==> config.mk <==
export PLATFORM = sky130hd
export DESIGN_NAME = lane_vehicle_counter
export DESIGN_NICKNAME = d
export VERILOG_FILES = /design/src/rtl/lane_vehicle_counter.sv
export SDC_FILE = /design/constraint.sdc
export NUM_CORES = 1
export LEC_CHECK = 0
export ABC_CLOCK_PERIOD_IN_PS = 2100
export BUFFER_PORTS_ARGS = -buffer_cell sky130_fd_sc_hd__buf_2
export CORE_MARGIN = 1
export CORE_UTILIZATION = 45
export DETAILED_ROUTE_END_ITERATION = 7
export PLACE_DENSITY_LB_ADDON = 0.15
export SYNTH_ARGS = -nofsm -noshare
export SYNTH_HDL_FRONTEND = slang
export SYNTH_HIERARCHICAL = 1
export SYNTH_SLANG_ARGS = --single-unit
==> constraint.sdc <==
create_clock -name clk -period 2.1 [get_ports clk]
set_input_delay 0.21 -clock clk [delete_from_list [all_inputs] [get_ports clk]]
set_output_delay 0.21 -clock clk [all_outputs]
set_load 0.02 [all_outputs]
==> src/rtl/lane_vehicle_counter.sv <==
// Four-approach vehicle counter: each raw detector is synchronised, debounced and
// edge-qualified, then counted per window and snapshotted onto the *_num outputs.

// Per-lane front end: two-flop synchroniser plus debounce FSM.
// state | meaning
// IDLE  | synchronised input low, waiting for a new high period
// ARM   | input high, counting consecutive high cycles toward DEB
// HELD  | vehicle already counted, waiting for the input to drop
module lane_vehicle_counter_lane #(
  parameter int DEB = 2
) (
  input  logic clk,
  input  logic rst,
  input  logic i_det,
  output logic o_qual
);

  localparam int HW = (DEB > 2) ? $clog2(DEB) : 1;

  typedef enum logic [1:0] {
    IDLE = 2'd0,
    ARM  = 2'd1,
    HELD = 2'd2
  } lane_state_t;

  logic [1:0]  r_sync;
  lane_state_t r_state;
  logic [HW-1:0] r_hcnt;
  logic        w_s;

  assign w_s = r_sync[1];

  // Qualify fires on the edge where the high run reaches DEB cycles.
  always_comb begin
    o_qual = 1'b0;
    case (r_state)
      IDLE:    o_qual = w_s && (DEB == 1);
      ARM:     o_qual = w_s && (r_hcnt == HW'(DEB - 1));
      default: o_qual = 1'b0;
    endcase
  end

  always_ff @(posedge clk) begin
    if (rst) begin
      r_sync  <= 2'b00;
      r_state <= IDLE;
      r_hcnt  <= '0;
    end else begin
      r_sync <= {r_sync[0], i_det};
      case (r_state)
        IDLE: begin
          if (w_s) begin
            r_hcnt  <= HW'(1);
            r_state <= (DEB == 1) ? HELD : ARM;
          end
        end
        ARM: begin
          if (!w_s) begin
            r_state <= IDLE;
          end else if (o_qual) begin
            r_state <= HELD;
          end else begin
            r_hcnt <= r_hcnt + 1'b1;
          end
        end
        HELD: begin
          if (!w_s) begin
            r_state <= IDLE;
          end
        end
        default: r_state <= IDLE;
      endcase
    end
  end

endmodule

module lane_vehicle_counter #(
  parameter int WINDOW = 16,
  parameter int DEB    = 2
) (
  input  logic       clk,
  input  logic       rst,
  input  logic       main_det,
  input  logic       left_det,
  input  logic       sec_det,
  input  logic       p_det,
  output logic [2:0] main_num,
  output logic [2:0] left_num,
  output logic [2:0] sec_num,
  output logic [2:0] p_num,
  output logic       snap_valid
);

  localparam int WW = (WINDOW > 2) ? $clog2(WINDOW) : 1;

  logic [3:0]    w_det;
  logic [3:0]    w_qual;
  logic [2:0]    w_acc_next [4];
  logic          w_win_end;
  logic [WW-1:0] r_win_cnt;
  logic [2:0]    r_acc [4];
  logic [2:0]    r_num [4];
  logic          r_snap_valid;

  function automatic logic [2:0] sat_inc(input logic [2:0] a, input logic q);
    return (q && (a != 3'd7)) ? a + 3'd1 : a;
  endfunction

  assign w_det = {p_det, sec_det, left_det, main_det};

  for (genvar g = 0; g < 4; g++) begin : g_lane
    lane_vehicle_counter_lane #(.DEB(DEB)) u_lane (
      .clk    (clk),
      .rst    (rst),
      .i_det  (w_det[g]),
      .o_qual (w_qual[g])
    );
  end

  assign w_win_end = (r_win_cnt == WW'(WINDOW - 1));

  always_comb begin
    for (int i = 0; i < 4; i++) begin
      w_acc_next[i] = sat_inc(r_acc[i], w_qual[i]);
    end
  end

  // A qualify landing on the closing edge is folded into that window's snapshot.
  always_ff @(posedge clk) begin
    if (rst) begin
      r_win_cnt    <= '0;
      r_snap_valid <= 1'b0;
      for (int i = 0; i < 4; i++) begin
        r_acc[i] <= 3'd0;
        r_num[i] <= 3'd0;
      end
    end else begin
      r_snap_valid <= w_win_end;
      r_win_cnt    <= w_win_end ? '0 : r_win_cnt + 1'b1;
      for (int i = 0; i < 4; i++) begin
        if (w_win_end) begin
          r_num[i] <= w_acc_next[i];
          r_acc[i] <= 3'd0;
        end else begin
          r_acc[i] <= w_acc_next[i];
        end
      end
    end
  end

  assign main_num   = r_num[0];
  assign left_num   = r_num[1];
  assign sec_num    = r_num[2];
  assign p_num      = r_num[3];
  assign snap_valid = r_snap_valid;

endmodule

==> metrics.txt <==
outcome=completed; clock skew=0.0179 ns; commonest cells after routing, fill and taps aside=nor2_1 (31), dfxtp_1 (25), edfxtp_1 (24); crit end category=register; drt via density=4.72; diodes inserted=0; routability congestion estimate=0.683; synthesized area per cell=12.3 um^2; Overall Global Routing Usage=15.3%; RSZ-0062 raised after global routing=no; fillcell total=376; I/O pin count=19; endpoints failing hold=0; Fmax achieved=625 MHz; initial antenna violation count=0; most common cell after layout, fill and taps aside=nor2_1; TritonCTS Sinks=49; CP max FO=3; RR Startpoint=r_acc[0][0]$_SDFFCE_PN0P_; Worst setup SP type=register; post-layout util=56.2%; antenna violation net count after detailed routing=0; Worst Hold Depth=2; Worst R2R Setup Slack=0.50 ns; register bit count reported by yosys=49; Area Overhead vs Synth=16.1%; RR Endpoint=r_acc[0][2]$_SDFFCE_PN0P_; minimum clock period after layout=1.60 ns; DR WL/cell=12.3 um; Cell variety after synth=24; # H-tree levels=2; final setup violation count=0; post-CTS setup buffers=0; vias in the first global route=1,174; Worst-path clk slew=0.09 ns; CTS Hold Buffers Added=0; WP data required=2.17 ns; vias=1,176; DP Worst Slack=0.498 ns; Pleak=0.000971 uW; Final Instance Area=2330 um^2; setup slack after layout=0.500 ns; final max-slew violation count=0; Setup CP Type=reg -> reg; final setup TNS=0 ns; post-CTS resize count=0; Detailed Route WL=3.07 mm; DRC viols=0; Mapped Cells=163; die width=68.7 um; ratio of cells with drive above 1 in the final layout=22.1%; Congestion Overflow GR=0; Hold Path Sink=g_lane[2].u_lane/r_sync[0]$_SDFF_PP0_; post-synthesis sequential area ratio=60.9%; Starting DRT DRC Count=46; Site Rows=23; worst-path cell chain=ha_1 > ha_1 > nand2b_1 > mux2i_1 > nor2_1; cell mode on critical path=ha_1; Die Height=68.7 um; worst path arrival time=1.67 ns; FF-to-FF path depth=5; PortBufs=18; Total Power=1980 uW; HP Start=sec_det; clk root buf=clkbuf_8; Post-DP HPWL=2.16 mm; Clock Latency Late Sink=0.32 ns; first-pass GRT wire length=4.97 mm; synth warn=6; Max clock buf depth=2; pwr/cell area=851 nW/um^2; period utilisation layout=76.2%; HP Class=in -> reg; Area after DPL=2190 um^2; CORE AREA=4140 um^2; initial core utilization=48.4%; pin count of the biggest net entering global routing=27; slowest CP cell=edfxtp_1; full die area=4730 um^2; max_cap viols=0; nets=213; CTS tree=done; Worst VDD drop=0.000690 V; CTS Buf Count=5; Post-Syn Area=2000 um^2; Slowest Stage Delay on Critical Path=0.43 ns; 1st-pass router iterations=4
## cell families (layout without fill, tap and decap cells)
group | count (synthesis) | after routing | share of synthesized area, %
AND/OR/NAND/NOR | 71 | 71 | 21.5
flip-flops | 49 | 49 | 60.9
XOR/XNOR | 5 | 5 | 2.18
multiplexers | 8 | 8 | 4.00
adder cells (fa/ha/maj) | 9 | 9 | 5.62
buffers and inverters | 9 | 34 | 2.12
AO/OA/AOI/OAI | 11 | 11 | 3.50
other | 1 | 12 | 0.187
## per-layer routing
metal  part of all wire [%]  track usage, %  vias to the layer above
met5                      0               0                        -
met4                    2.2            7.65                        0
met3                    4.4            6.41                        6
met2                     51            27.7                       16
met1                     42            14.8                      552
li1                       -               -                      602
## synthesized netlist by cell type, drive strengths merged
cell type	n	area share, %
nand2	4	0.75
mux2i	8	4.0
nand2b	17	6.8
o21ai	1	0.25
nand3b	4	1.5
xor2	4	1.7
nor2b	4	1.2
nand3	1	0.25
conb	1	0.19
inv	7	1.3
buf	2	0.81
nor2	31	5.8
xnor2	1	0.44
nor3b	4	2.5
nand4b	1	0.44
a21oi	10	3.2
dfxtp	25	25
or2	1	0.44
and2b	4	1.7
edfxtp	24	36
ha	9	5.6
## layout make-up
| type | count | area, um^2 | area share (%) |
|---|---|---|---|
| sequential | 49 | 1220 | 52.5 |
| clock buffer | 5 | 68.8 | 2.96 |
| clock inverter | 3 | 68.8 | 2.96 |
| timing repair buffer | 19 | 97.6 | 4.19 |
| multi-input combinational | 116 | 782 | 33.6 |
| tap | 50 | 62.6 | 2.69 |
| inverter | 7 | 26.3 | 1.13 |
## registers in the layout, summed over array words and instances, names as in the netlist
name and flops:
snap_valid 1, g_lane.u_lane/r_hcnt 4, g_lane.u_lane/r_sync 8, r_win_cnt 4, g_lane.u_lane/r_state 8, r_num 12
r_acc 12
## worst max-delay path, delay by kind of cell, from the launching register on
kind	cells	cell delay, ns
adders and majority gates	2	0.40
DFF	1	0.43
muxes	1	0.25
and+or+nand+nor	2	0.28
## where the power goes
group	internal, uW	switching, uW
Sequential	1040	23.6
Clock	479	334
Combinational	42.4	60.0
## per-stage QoR
step,hold WS [ns],std cells
2_1_floorplan,0.279,174
4_1_cts,0.105,249
3_3_place_gp,0.422,241
5_1_grt,0.112,249
3_5_place_dp,0.424,241
6_report,0.106,249
## worst max path at each step
stage                                   start                        end  slack [ns]  cells past startpoint
floorplan             r_win_cnt[0]$_SDFF_PN0_  r_acc[0][0]$_SDFFCE_PN0P_        0.65                      5
global placement    r_acc[1][0]$_SDFFCE_PN0P_  r_acc[1][1]$_SDFFCE_PN0P_        0.57                      5
detailed placement  r_acc[0][0]$_SDFFCE_PN0P_  r_acc[0][2]$_SDFFCE_PN0P_        0.50                      5
CTS                 r_acc[0][0]$_SDFFCE_PN0P_  r_acc[0][2]$_SDFFCE_PN0P_        0.49                      5
global route        r_acc[0][0]$_SDFFCE_PN0P_  r_acc[0][2]$_SDFFCE_PN0P_        0.39                      5
finish              r_acc[0][0]$_SDFFCE_PN0P_  r_acc[0][2]$_SDFFCE_PN0P_        0.50                      5
Power figures use the tool's default switching activity.
